`config.mk`:
```
export PLATFORM = sky130hd
export DESIGN_NAME = cva6_pma_region_table_flat
export DESIGN_NICKNAME = d
export VERILOG_FILES = /design/src/rtl/cva6_pma_pkg.sv /design/src/rtl/cva6_pma_region_table_if.sv /design/src/rtl/cva6_pma_rule_match.sv /design/src/rtl/cva6_pma_region_table.sv /design/src/flat_wrapper.sv
export SDC_FILE = /design/constraint.sdc
export NUM_CORES = 2
export LEC_CHECK = 0
export BUFFER_PORTS_ARGS = -buffer_cell sky130_fd_sc_hd__buf_2
export CORE_ASPECT_RATIO = 0.75
export CORE_UTILIZATION = 45
export CTS_CLUSTER_DIAMETER = 80
export DETAILED_ROUTE_END_ITERATION = 12
export RECOVER_POWER = 25
export SETUP_SLACK_MARGIN = 0.5
export SLEW_MARGIN = 0
export SYNTH_ARGS = -nofsm -noshare
export SYNTH_HDL_FRONTEND = slang
export SYNTH_SLANG_ARGS = --single-unit
```
`constraint.sdc`:
```
create_clock -name clk_i -period 6.4 [get_ports clk_i]
set_input_delay 0.64 -clock clk_i [delete_from_list [all_inputs] [get_ports clk_i]]
set_output_delay 0.64 -clock clk_i [all_outputs]
set_load 0.02 [all_outputs]
```
`src/rtl/cva6_pma_pkg.sv`:
```
// Types shared by the PMA region table, its interface and the bench.
// Latency: n/a (types, constants and a width helper only).
// Backpressure: n/a.
// Optional feature macro: CVA6_PMA_RULE_LOCK_EN adds a per-rule lock bit to pma_rule_t.
package cva6_pma_pkg;

    // Upper bound on the number of rules a table instance may carry.
    localparam int unsigned PMA_MAX_RULES = 32;
    // Storage width of base/len. A table may compare on fewer low bits.
    localparam int unsigned PMA_ADDR_W    = 64;

    typedef struct packed {
        logic exec;
        logic cached;
        logic nonidem;
    } pma_attr_t;

    typedef struct packed {
        logic                  en;
`ifdef CVA6_PMA_RULE_LOCK_EN
        logic                  lock;
`endif
        pma_attr_t             attr;
        logic [PMA_ADDR_W-1:0] base;
        logic [PMA_ADDR_W-1:0] len;
    } pma_rule_t;

    // Index width for n rules. It never returns 0, so a 1-rule table still gets a real port.
    function automatic int unsigned pma_idx_w(input int unsigned n);
        int unsigned w;
        w = 1;
        if (n > 1) begin
            w = $clog2(n);
        end
        return w;
    endfunction

endpackage

```
`src/rtl/cva6_pma_region_table_if.sv`:
```
// Bundles the config port and the lookup request/result channels of the PMA table.
// Latency: n/a (wiring only).
// Backpressure: the lookup request uses lu_valid_i/lu_ready_o and the result uses lu_valid_o/lu_ready_i.
// Ports: slave = table side (cfg_* in, cfg_gnt/rdata/err and epoch out, lu_* request in, result out);
//        master = requester side, with every direction reversed.
interface cva6_pma_region_table_if #(
    parameter int unsigned NrRules    = 8,
    parameter int unsigned AddrWidth  = 64,
    parameter int unsigned EpochWidth = 4
);
    import cva6_pma_pkg::*;

    localparam int unsigned IdxW = pma_idx_w(NrRules);

    // Config access
    logic                  cfg_req_i;
    logic                  cfg_we_i;
    logic [IdxW-1:0]       cfg_idx_i;
    pma_rule_t             cfg_wdata_i;
    logic                  cfg_gnt_o;
    pma_rule_t             cfg_rdata_o;
    logic                  cfg_err_o;
    logic [EpochWidth-1:0] epoch_o;

    // Lookup request and result
    logic                  lu_valid_i;
    logic                  lu_ready_o;
    logic [AddrWidth-1:0]  lu_addr_i;
    logic                  lu_valid_o;
    logic                  lu_ready_i;
    logic                  lu_hit_o;
    logic [IdxW-1:0]       lu_idx_o;
    pma_attr_t             lu_attr_o;

    modport slave (
        input  cfg_req_i, cfg_we_i, cfg_idx_i, cfg_wdata_i,
        output cfg_gnt_o, cfg_rdata_o, cfg_err_o, epoch_o,
        input  lu_valid_i, lu_addr_i, lu_ready_i,
        output lu_ready_o, lu_valid_o, lu_hit_o, lu_idx_o, lu_attr_o
    );

    modport master (
        output cfg_req_i, cfg_we_i, cfg_idx_i, cfg_wdata_i,
        input  cfg_gnt_o, cfg_rdata_o, cfg_err_o, epoch_o,
        output lu_valid_i, lu_addr_i, lu_ready_i,
        input  lu_ready_o, lu_valid_o, lu_hit_o, lu_idx_o, lu_attr_o
    );

endinterface

```
`src/rtl/cva6_pma_rule_match.sv`:
```
// Single-region comparator: en & base <= addr < base+len, with no wraparound.
// Latency: combinational.
// Backpressure: none.
// Ports: i_en/i_base/i_len describe the rule, i_addr is the probed address, o_match is the hit flag.
module cva6_pma_rule_match #(
    parameter int unsigned AddrWidth = 64
) (
    input  logic                 i_en,
    input  logic [AddrWidth-1:0] i_base,
    input  logic [AddrWidth-1:0] i_len,
    input  logic [AddrWidth-1:0] i_addr,
    output logic                 o_match
);

    // The end address is formed one bit wider, so a region that touches the top of memory
    // ends at 2^AddrWidth instead of wrapping back to 0.
    logic [AddrWidth:0] w_end;
    logic               w_ge_base;
    logic               w_lt_end;

    assign w_end     = {1'b0, i_base} + {1'b0, i_len};
    assign w_ge_base = (i_addr >= i_base);
    assign w_lt_end  = ({1'b0, i_addr} < w_end);

    // A region with len == 0 is empty: base <= addr < base cannot hold. The explicit term
    // makes that intent obvious.
    assign o_match = i_en & (i_len != '0) & w_ge_base & w_lt_end;

endmodule

```
`src/rtl/cva6_pma_region_table.sv`:
```
// Runtime-programmable PMA table. It reports, per physical address, the lowest-index matching rule
// and that rule's {exec, cached, nonidem}. With no match it reports DefaultAttr.
// Latency: lookup takes 1 cycle through one output register. Config reads and write errors appear
//          the cycle after grant.
// Backpressure: lu_ready_o = !lu_valid_o | lu_ready_i. A stalled result is held and not re-evaluated.
//               Config accesses are always granted.
// Ports: clk_i, rst_ni (async, active-low). bus (slave modport) carries the config port, epoch_o
//        and the lookup channels.
// Optional feature macro: CVA6_PMA_RULE_LOCK_EN (sticky per-rule write lock, cleared only by reset).
module cva6_pma_region_table
    import cva6_pma_pkg::*;
#(
    parameter int unsigned             NrRules     = 8,
    parameter int unsigned             AddrWidth   = 64,
    parameter int unsigned             EpochWidth  = 4,
    parameter pma_rule_t [NrRules-1:0] ResetRules  = '0,
    parameter pma_attr_t               DefaultAttr = '0
) (
    input logic                   clk_i,
    input logic                   rst_ni,
    cva6_pma_region_table_if.slave bus
);

    localparam int unsigned IdxW = pma_idx_w(NrRules);

    // Rule storage
    pma_rule_t             r_table [NrRules];

    // Config path
    logic                  w_idx_ok;
    logic                  w_locked;
    logic                  w_wr_ok;
    pma_rule_t             w_sel_rule;
    pma_rule_t             r_cfg_rdata;
    logic                  r_cfg_err;
    logic [EpochWidth-1:0] r_epoch;

    // Lookup path
    logic [NrRules-1:0]    w_match;
    logic                  w_hit;
    logic [IdxW-1:0]       w_idx;
    pma_attr_t             w_attr;
    logic                  w_lu_rdy;
    logic                  w_lu_acc;
    logic                  r_lu_vld;
    logic                  r_lu_hit;
    logic [IdxW-1:0]       r_lu_idx;
    pma_attr_t             r_lu_attr;

    // ------------------------------------------------------------------
    // Comparators, one per rule. They always see the registered table, so a lookup in the
    // same cycle as a write still sees the old entry.
    // ------------------------------------------------------------------
    for (genvar g = 0; g < int'(NrRules); g++) begin : g_match
        cva6_pma_rule_match #(
            .AddrWidth (AddrWidth)
        ) u_match (
            .i_en    (r_table[g].en),
            .i_base  (r_table[g].base[AddrWidth-1:0]),
            .i_len   (r_table[g].len[AddrWidth-1:0]),
            .i_addr  (bus.lu_addr_i),
            .o_match (w_match[g])
        );
    end

    // Priority encoder: the lowest index wins.
    always_comb begin
        w_hit  = 1'b0;
        w_idx  = '0;
        w_attr = DefaultAttr;
        for (int i = 0; i < int'(NrRules); i++) begin
            if (w_match[i] && !w_hit) begin
                w_hit  = 1'b1;
                w_idx  = IdxW'(i);
                w_attr = r_table[i].attr;
            end
        end
    end

    // ------------------------------------------------------------------
    // Config decode
    // ------------------------------------------------------------------
    // The index port can encode more values than there are rules when NrRules is not a
    // power of two.
    assign w_idx_ok = ({1'b0, bus.cfg_idx_i} < (IdxW+1)'(NrRules));

    // Selecting by comparison (not by direct indexing) means an out-of-range index yields
    // all-zero rather than an out-of-bounds read.
    always_comb begin
        w_sel_rule = '0;
        for (int i = 0; i < int'(NrRules); i++) begin
            if (bus.cfg_idx_i == IdxW'(i)) begin
                w_sel_rule = r_table[i];
            end
        end
    end

`ifdef CVA6_PMA_RULE_LOCK_EN
    // The lock field of the stored entry decides. A write that sets lock is itself accepted.
    assign w_locked = w_sel_rule.lock;
`else
    assign w_locked = 1'b0;
`endif

    assign w_wr_ok = bus.cfg_req_i & bus.cfg_we_i & w_idx_ok & ~w_locked;

    always_ff @(posedge clk_i or negedge rst_ni) begin
        if (!rst_ni) begin
            for (int i = 0; i < int'(NrRules); i++) begin
                r_table[i] <= ResetRules[i];
            end
            r_epoch     <= '0;
            r_cfg_rdata <= '0;
            r_cfg_err   <= 1'b0;
        end else begin
            // The error flag is a one-cycle pulse for each refused write.
            r_cfg_err <= bus.cfg_req_i & bus.cfg_we_i & ~w_wr_ok;
            // Readback holds the last read. w_sel_rule is already zero when the index is out of range.
            if (bus.cfg_req_i && !bus.cfg_we_i) begin
                r_cfg_rdata <= w_sel_rule;
            end
            if (w_wr_ok) begin
                for (int i = 0; i < int'(NrRules); i++) begin
                    if (bus.cfg_idx_i == IdxW'(i)) begin
                        r_table[i] <= bus.cfg_wdata_i;
                    end
                end
                // Consumers compare the epoch to decide when to flush cached PMA copies.
                // It wraps freely.
                r_epoch <= r_epoch + EpochWidth'(1);
            end
        end
    end

    assign bus.cfg_gnt_o   = bus.cfg_req_i;
    assign bus.cfg_rdata_o = r_cfg_rdata;
    assign bus.cfg_err_o   = r_cfg_err;
    assign bus.epoch_o     = r_epoch;

    // ------------------------------------------------------------------
    // Lookup output register. The result loads only on accept, so a held result never picks
    // up a later table write.
    // ------------------------------------------------------------------
    assign w_lu_rdy = ~r_lu_vld | bus.lu_ready_i;
    assign w_lu_acc = bus.lu_valid_i & w_lu_rdy;

    always_ff @(posedge clk_i or negedge rst_ni) begin
        if (!rst_ni) begin
            r_lu_vld  <= 1'b0;
            r_lu_hit  <= 1'b0;
            r_lu_idx  <= '0;
            r_lu_attr <= '0;
        end else if (w_lu_acc) begin
            r_lu_vld  <= 1'b1;
            r_lu_hit  <= w_hit;
            r_lu_idx  <= w_idx;
            r_lu_attr <= w_attr;
        end else if (bus.lu_ready_i) begin
            r_lu_vld  <= 1'b0;
        end
    end

    assign bus.lu_ready_o = w_lu_rdy;
    assign bus.lu_valid_o = r_lu_vld;
    assign bus.lu_hit_o   = r_lu_hit;
    assign bus.lu_idx_o   = r_lu_idx;
    assign bus.lu_attr_o  = r_lu_attr;

endmodule

```
`src/flat_wrapper.sv`:
```
// flat-port wrapper written by rule: the top's interface ports become plain ports
module cva6_pma_region_table_flat import cva6_pma_pkg::*;
#(
    parameter int unsigned             NrRules     = 8,
    parameter int unsigned             AddrWidth   = 64,
    parameter int unsigned             EpochWidth  = 4,
    parameter pma_rule_t [NrRules-1:0] ResetRules  = '0,
    parameter pma_attr_t               DefaultAttr = '0
)
  (clk_i, rst_ni, bus_cfg_req_i, bus_cfg_we_i, bus_cfg_idx_i, bus_cfg_wdata_i, bus_cfg_gnt_o, bus_cfg_rdata_o, bus_cfg_err_o, bus_epoch_o, bus_lu_valid_i, bus_lu_addr_i, bus_lu_ready_i, bus_lu_ready_o, bus_lu_valid_o, bus_lu_hit_o, bus_lu_idx_o, bus_lu_attr_o);
  cva6_pma_region_table_if #(.NrRules(NrRules), .AddrWidth(AddrWidth), .EpochWidth(EpochWidth)) bus_i ();
  input logic clk_i;
  input logic rst_ni;
  input wire logic [$bits(bus_i.cfg_req_i)-1:0] bus_cfg_req_i;
  input wire logic [$bits(bus_i.cfg_we_i)-1:0] bus_cfg_we_i;
  input wire logic [$bits(bus_i.cfg_idx_i)-1:0] bus_cfg_idx_i;
  input wire logic [$bits(bus_i.cfg_wdata_i)-1:0] bus_cfg_wdata_i;
  output wire logic [$bits(bus_i.cfg_gnt_o)-1:0] bus_cfg_gnt_o;
  output wire logic [$bits(bus_i.cfg_rdata_o)-1:0] bus_cfg_rdata_o;
  output wire logic [$bits(bus_i.cfg_err_o)-1:0] bus_cfg_err_o;
  output wire logic [$bits(bus_i.epoch_o)-1:0] bus_epoch_o;
  input wire logic [$bits(bus_i.lu_valid_i)-1:0] bus_lu_valid_i;
  input wire logic [$bits(bus_i.lu_addr_i)-1:0] bus_lu_addr_i;
  input wire logic [$bits(bus_i.lu_ready_i)-1:0] bus_lu_ready_i;
  output wire logic [$bits(bus_i.lu_ready_o)-1:0] bus_lu_ready_o;
  output wire logic [$bits(bus_i.lu_valid_o)-1:0] bus_lu_valid_o;
  output wire logic [$bits(bus_i.lu_hit_o)-1:0] bus_lu_hit_o;
  output wire logic [$bits(bus_i.lu_idx_o)-1:0] bus_lu_idx_o;
  output wire logic [$bits(bus_i.lu_attr_o)-1:0] bus_lu_attr_o;
  assign bus_i.cfg_req_i = bus_cfg_req_i;
  assign bus_i.cfg_we_i = bus_cfg_we_i;
  assign bus_i.cfg_idx_i = bus_cfg_idx_i;
  assign bus_i.cfg_wdata_i = bus_cfg_wdata_i;
  assign bus_cfg_gnt_o = bus_i.cfg_gnt_o;
  assign bus_cfg_rdata_o = bus_i.cfg_rdata_o;
  assign bus_cfg_err_o = bus_i.cfg_err_o;
  assign bus_epoch_o = bus_i.epoch_o;
  assign bus_i.lu_valid_i = bus_lu_valid_i;
  assign bus_i.lu_addr_i = bus_lu_addr_i;
  assign bus_i.lu_ready_i = bus_lu_ready_i;
  assign bus_lu_ready_o = bus_i.lu_ready_o;
  assign bus_lu_valid_o = bus_i.lu_valid_o;
  assign bus_lu_hit_o = bus_i.lu_hit_o;
  assign bus_lu_idx_o = bus_i.lu_idx_o;
  assign bus_lu_attr_o = bus_i.lu_attr_o;
  cva6_pma_region_table #(.NrRules(NrRules), .AddrWidth(AddrWidth), .EpochWidth(EpochWidth), .ResetRules(ResetRules), .DefaultAttr(DefaultAttr)) u_core (.clk_i(clk_i), .rst_ni(rst_ni), .bus(bus_i));
endmodule
```
### Word-level counts from Yosys, hierarchy flattened

Index checks and enable logic that the tools add are counted.

* bits of input ports: 205
* bits in registers: 1200
* latch bits: 0
* memory bits (read-only): 0
* memory bits (writable): 0
* output and inout bits: 147
* memories: 0
* word-level logic and storage cells: 188

* reductions and logical operators: 34
* div/mod/pow operators: 0
* $add $sub $neg: 9
* mux-type cells: 33
* bitwise operators: 28
* magnitude comparators: 16
* shifts and indexed selects: 0
* eq/ne operators: 7
* $mul: 0

Operator list (count)
* two-way mux 132 bit: 8
* adder 64 x 64 -> 65 bit: 8
* less-than comparator 64 x 65 -> 1 bit: 8
* greater-or-equal comparator 64 bit: 8
* nonzero test 64 bit: 8
* two-way mux 3 bit: 14
* AND 1 bit: 26
* AND reduction 2 bit: 8
* equality test 3 bit (second input constant): 4
* two-way mux 1 bit: 11
* logical AND 1 bit: 8
* logical NOT 1 bit: 8
* equality test 3 x 2 -> 1 bit (second input constant): 2
* adder 4 x 1 -> 4 bit (second input constant): 1
* equality test 3 x 1 -> 1 bit (second input constant): 1
* logical NOT 3 bit: 1
* nonzero test 2 bit: 1
* NOT 1 bit: 1
* bitwise OR 1 bit: 1

### Longest topological paths before layout

* depth in word-level cells: 26
* depth in mapped cells: 31

### Hierarchy

From an unflattened synthesis, not the netlist that was laid out.

* cell total of the unflattened synthesis: 11370
* area total of the unflattened synthesis: 108471.5 µm²

Modules (own cells, without submodules)
* cva6_pma_region_table: area each 52233.8 µm², instances 1, sequential area each 30028.8 µm², cells an instance 3565
* cva6_pma_rule_match at u_core.g_match[0].u_match ...: area each 7060.5 µm², instances 4, sequential area each 0.0 µm², cells an instance 974
* cva6_pma_rule_match at u_core.g_match[1].u_match ...: area each 7184.4 µm², instances 2, sequential area each 0.0 µm², cells an instance 1005
* cva6_pma_rule_match at u_core.g_match[7].u_match: area each 6860.3 µm², instances 1, sequential area each 0.0 µm², cells an instance 968
* cva6_pma_rule_match at u_core.g_match[3].u_match: area each 6766.5 µm², instances 1, sequential area each 0.0 µm², cells an instance 931

### Least setup slack after synthesis

No wires, ideal clock.

* path kind: register to register
* from: register u_core.r_table[988] (netlist bit)
* to: register u_core.r_lu_attr (netlist bit u_core.bus.lu_attr_o[1])
* setup slack: 0.096 ns
* cell stages (with the launch flop): 32
* buffers on the path: 1
* data arrival time: 6.175 ns
* required time: 6.271 ns
* path through: dfrtp_1 -> ha_1 -> inv_1 -> fa_1 -> nand2b_1 -> a21oi_1 -> o2111ai_1 -> a211o_1 -> a31o_1 -> o21a_1 -> o21bai_1 -> a21o_1 -> a21oi_1 -> o21ai_1 -> a31oi_1 -> o21bai_1 -> xnor2_1 -> ha_1 -> and4_1 -> o2111ai_1 -> nor4_1 -> nand4_1 -> o21bai_1 -> a211o_1 -> a2bb2oi_2 -> o21ai_1 -> or2_1 -> buf_6 -> or2b_4 -> o22a_1 -> o22ai_1 -> a21boi_1

* cells in the longest elaborated chain, start to end: 25
* elaborated cells between the ends (all ways): 34
* classes of those cells: add/sub (1); order compare (2); mux (15); bitwise (2); reduce/logical (14)

Ends and longest elaborated chain
* start, declared: RTL line cva6_pma_region_table.sv:27 `pma_rule_t r_table [NrRules];`
* start signal, assigned by index: RTL line cva6_pma_region_table.sv:110 `r_table[i] <= ResetRules[i];`
* start signal, assigned by index: RTL line cva6_pma_region_table.sv:125 `r_table[i] <= bus.cfg_wdata_i;`
* adder 64 x 64 -> 65 bit / greater-or-equal comparator 64 bit (equally long branches): RTL line cva6_pma_rule_match.sv:21, cva6_pma_rule_match.sv:22
* less-than comparator 64 x 65 -> 1 bit / AND 1 bit (equally long branches): RTL line cva6_pma_rule_match.sv:23, cva6_pma_rule_match.sv:27
* AND 1 bit *: RTL line cva6_pma_rule_match.sv:27 `assign o_match = i_en & (i_len != '0) & w_ge_base & w_lt_end;`
* two-way mux 1 bit: RTL line cva6_pma_region_table.sv:72 `if (w_match[i] && !w_hit) begin`
* logical NOT 1 bit: RTL line cva6_pma_region_table.sv:72
* logical AND 1 bit: RTL line cva6_pma_region_table.sv:72
* two-way mux 1 bit: RTL line cva6_pma_region_table.sv:72
* logical NOT 1 bit: RTL line cva6_pma_region_table.sv:72
* [... 9 more ...]
* logical AND 1 bit: RTL line cva6_pma_region_table.sv:72
* two-way mux 1 bit: RTL line cva6_pma_region_table.sv:72
* logical NOT 1 bit: RTL line cva6_pma_region_table.sv:72
* logical AND 1 bit: RTL line cva6_pma_region_table.sv:72
* two-way mux 1 bit: RTL line cva6_pma_region_table.sv:72
* logical NOT 1 bit: RTL line cva6_pma_region_table.sv:72
* logical AND 1 bit: RTL line cva6_pma_region_table.sv:72
* two-way mux 3 bit *: RTL line cva6_pma_region_table.sv:72
* end signal, assigned: RTL line cva6_pma_region_table.sv:157 `r_lu_attr <= w_attr;`
* end, declared: RTL line cva6_pma_region_table.sv:48 `pma_attr_t r_lu_attr;`

Mark *: on every way between the ends. The rest lies on a longest branch, timed or not.
A chain may end at the register's enable or synchronous reset.

### Worst setup path in the final report

* from: register u_core.r_table[989] (netlist bit)
* to: register u_core.r_lu_idx[1], in the netlist u_core.bus.lu_idx_o[1]

* cells in the longest elaborated chain, start to end: 25
* elaborated cells between the ends (all ways): 32
* classes of those cells: add/sub (1); order compare (2); mux (13); bitwise (2); reduce/logical (14)

Ends and longest elaborated chain
* adder 64 x 64 -> 65 bit / greater-or-equal comparator 64 bit (equally long branches): RTL line cva6_pma_rule_match.sv:21, cva6_pma_rule_match.sv:22
* less-than comparator 64 x 65 -> 1 bit / AND 1 bit (equally long branches): RTL line cva6_pma_rule_match.sv:23, cva6_pma_rule_match.sv:27
* AND 1 bit *: RTL line cva6_pma_rule_match.sv:27
* two-way mux 1 bit *: RTL line cva6_pma_region_table.sv:72
* logical NOT 1 bit: RTL line cva6_pma_region_table.sv:72
* logical AND 1 bit: RTL line cva6_pma_region_table.sv:72
* two-way mux 1 bit *: RTL line cva6_pma_region_table.sv:72
* logical NOT 1 bit: RTL line cva6_pma_region_table.sv:72
* [... 9 more ...]
* logical AND 1 bit: RTL line cva6_pma_region_table.sv:72
* two-way mux 1 bit: RTL line cva6_pma_region_table.sv:72
* logical NOT 1 bit: RTL line cva6_pma_region_table.sv:72
* logical AND 1 bit: RTL line cva6_pma_region_table.sv:72
* two-way mux 1 bit: RTL line cva6_pma_region_table.sv:72
* logical NOT 1 bit: RTL line cva6_pma_region_table.sv:72
* logical AND 1 bit: RTL line cva6_pma_region_table.sv:72
* two-way mux 3 bit *: RTL line cva6_pma_region_table.sv:72
* end signal, assigned: RTL line cva6_pma_region_table.sv:156 `r_lu_idx <= w_idx;`
* end, declared: RTL line cva6_pma_region_table.sv:47 `logic [IdxW-1:0] r_lu_idx;`

Marked as above.

==> run metrics <==
busiest layer in global routing met1; via count 104008; Psw 0.0272 W; DRT iter0 DRCs 14241; share of synthesized cell area in full adder, half adder and majority cells 0.188; antenna violations before repair 70; FFs w/ async S/R, synth 1.00; clock transition at the register clock pins on the worst setup and hold paths after CTS 0.06 ns; power density cells 455 mW/mm²; Data arrival, critical path 8.23 ns; dominant synthesized flop cell sky130_fd_sc_hd__dfrtp_1; startpoint-to-endpoint class of the critical path flip-flop to flip-flop; met3 Track Usage GR 0.205; DR vias/cell 6.52; switch share 0.468; Post-DP HPWL 444 mm; run status complete, but fails checks; internal cell power 0.0309 W; final-report setup violation count 380; drt pass-1 iters 8; Worst path slowest cell sky130_fd_sc_hd__o41ai_4; required time of the critical path 7.17 ns; clock buffer count from CTS 154; post-route fraction of the period consumed by the critical path 1.17; final routed DRC violation total 0; placer congestion estimate 1.08; synthesized-area fraction occupied by xor and xnor cells 0.0404; met2 routing resource usage after global routing 0.595; x dimension of the die 553 µm; max capacitance violation total 14; post-synth design cell area 0.103 mm²; maximum number of pins on one net before global-route repair 154; count of flip-flops with a built-in enable after synthesis 0; library cells used by synthesis 110; unrepaired setup endpoints after global routing yes; count of buffers from port buffering 350; layout cells sized above 1 0.281; multi-input logic area 0.0697 mm²; global routing met1 resource utilization 0.662; initial core utilization 0.453; TritonCTS Sinks 1200; slew of the pin with the lowest slew margin 4.03 ns; Final Skew 0.0726 ns; Combinational Power Share 0.630; f_max 134 MHz; share of synthesized cell area in and, or, nand and nor gates 0.115; worst hold-check path type input pin to flip-flop; footprint of the flip-flops and latches 0.0300 mm²; post-route setup slack -1.06 ns; pins over their slew limit 783; Setup crit start kind flip-flop; crit-path max FO 5; die height 415 µm; Final Critical Period 7.46 ns; endpoint kind of the worst setup timing path flip-flop; dominant combinational cell family by area after synthesis compound AO/OA/AOI/OAI gates; part of the power in registers 0.207; CTS tree built; Post-layout nets 14578; share of synthesized area spent on multiplexers 0.135; cell type with the highest occurrence count on the critical path sky130_fd_sc_hd__buf_4; post-detailed-placement cell area 0.122 mm²; headroom to the max-slew limit -1.69; worst voltage drop across the vdd grid 231 µV; violated checks capacitance limit, slew limit, setup timing; Clock power frac 0.163; Antenna Nets Post-Route 0; Warnings, synthesis 0; final standard cell area without fillers 0.128 mm²; wire length of the first global-routing pass 756 mm; filler cell count 20161; via count of the first global-routing pass 97497; worst-case setup slack after placement -1.85 ns; root buffer selected by CTS sky130_fd_sc_hd__clkbuf_16; clock latency on the worst-skew pair 0.89 ns; WHS 0.110 ns; depth of the CTS H-tree 4; Crit path largest cell delay 0.50 ns; total wire length after detailed routing 550 mm; I/O pin cnt 352; area growth from synthesis to layout 24.7%; compound-gate portion of the synthesized area 0.189; cell count after synthesis 10819; most common library cell in the layout ignoring fill and taps sky130_fd_sc_hd__buf_4; endpoints failing hold 0; syn_nets 12561; commonest non-fill, non-tap cells in the layout sky130_fd_sc_hd__buf_4, sky130_fd_sc_hd__ha_1, sky130_fd_sc_hd__dfrtp_1; Avg Cell Area, Syn 9.48 µm²; core outline area 0.226 mm²; portion of the post-synthesis area used by sequential elements 0.293; flops & latches, synth 1200; CTS max path bufs 4; leakage power figure 62.2 nW; standard-cell row count 151; global-route congestion overflow total 0; Total Routing Usage GR 0.466; post-DR wirelength/cell 34.5 µm; Die Area 0.230 mm²
power by group through the flow:
stage / Sequential [W] / Combinational (W) / Clock, W
floorplan: 0.0110 / 0.0184 / 0
global placement: 0.0118 / 0.0340 / 0
detailed placement: 0.0119 / 0.0345 / 0
CTS: 0.0118 / 0.0352 / 0.00949
global route: 0.0120 / 0.0390 / 0.00974
finish: 0.0121 / 0.0366 / 0.00948
kinds of logic after synthesis:
family / after synthesis
AO/OA/AOI/OAI: 3088
XOR/XNOR: 473
adder cells (fa/ha/maj): 1537
buffers and inverters: 1067
flip-flops: 1200
multiplexers: 1030
other: 1
AND/OR/NAND/NOR: 2423
timing repair:
action                                  CTS  global route
endpoints found under the setup margin    7             7
setup buffers                            23             8
gates resized for setup                 142            26
pin swaps                                87            31
hold buffers                              2             0
hold endpoints to repair                 80             0
cells in the mapped netlist (108+ instances only):
cell	number	share of area
sky130_fd_sc_hd__clkbuf_1	334	0.012
sky130_fd_sc_hd__xnor2_1	249	0.021
sky130_fd_sc_hd__a21o_1	542	0.040
sky130_fd_sc_hd__nor2_1	383	0.014
sky130_fd_sc_hd__nand2_1	914	0.033
sky130_fd_sc_hd__nand4_1	256	0.016
sky130_fd_sc_hd__ha_1	1529	0.19
sky130_fd_sc_hd__dfrtp_1	1200	0.29
sky130_fd_sc_hd__a21oi_1	830	0.041
sky130_fd_sc_hd__nand2b_1	108	0.0066
sky130_fd_sc_hd__nand3_1	167	0.0082
sky130_fd_sc_hd__o21ai_0	858	0.042
sky130_fd_sc_hd__mux2i_1	136	0.013
sky130_fd_sc_hd__inv_1	654	0.024
sky130_fd_sc_hd__mux2_2	678	0.074
sky130_fd_sc_hd__nor4_1	164	0.010
sky130_fd_sc_hd__mux4_2	216	0.047
sky130_fd_sc_hd__xor2_1	224	0.019
sky130_fd_sc_hd__nor2b_1	111	0.0068
layer usage:
metal,share of wire,vias up
li1,-,44322
met1,0.42,51692
met2,0.37,6803
met3,0.16,1139
met4,0.052,52
met5,0.0011,-
worst paths after layout:
kind,from,to,slack (ns),cells after the start
min in group asynchronous,rst_ni,u_core.r_table[69],1.56,2
worst max-delay path,u_core.r_table[989],u_core.bus.lu_idx_o[1],-1.06,31
worst min register to register,u_core.bus.cfg_rdata_o[122],u_core.bus.cfg_rdata_o[122],0.47,2
worst min-delay path,bus_cfg_wdata_i[95],u_core.r_table[755],0.11,3
worst max register to register,u_core.r_table[989],u_core.bus.lu_idx_o[1],-1.06,31
max in group asynchronous,rst_ni,u_core.r_table[459],0.45,4
per-stage QoR:
stage | power, W | setup TNS, ns | util | cells
after floorplan | 0.0295 | 0 | - | 10819
after global placement | 0.0458 | -11.42 | 0.538 | 15628
after detailed placement | 0.0464 | -12.05 | 0.538 | 15630
after CTS | 0.0565 | -4.81 | 0.565 | 15922
after global routing | 0.0607 | -62.95 | 0.565 | 15935
final | 0.0582 | -89.06 | 0.565 | 15953
cell type report:
| cell class | instances | area share |
|---|---|---|
| multi-input combinational | 8552 | 0.545 |
| inverter | 654 | 0.0192 |
| clock inverter | 62 | 0.00671 |
| timing repair buffer | 2274 | 0.131 |
| clock buffer | 205 | 0.0341 |
| tap | 2983 | 0.0292 |
| sequential | 1200 | 0.235 |
| antenna | 23 | 0.000450 |
state kept, by name (all words and copies together) (netlist names):
signal	flops
u_core.r_table	1056
u_core.bus.cfg_rdata_o	132
u_core.bus.epoch_o	4
u_core.bus.lu_attr_o	3
u_core.bus.lu_idx_o	3
u_core.bus.lu_hit_o	1
u_core.bus.lu_valid_o	1
worst max-delay path: cells and delay by family, from the launching register on:
family	cells	cell delay [ns]
compound gates	17	4.11
simple gates	6	1.13
buf+inv	5	0.90
fa+ha+maj	2	0.63
flops	1	0.43
xor+xnor	1	0.14
Power figures use the tool's default switching activity.
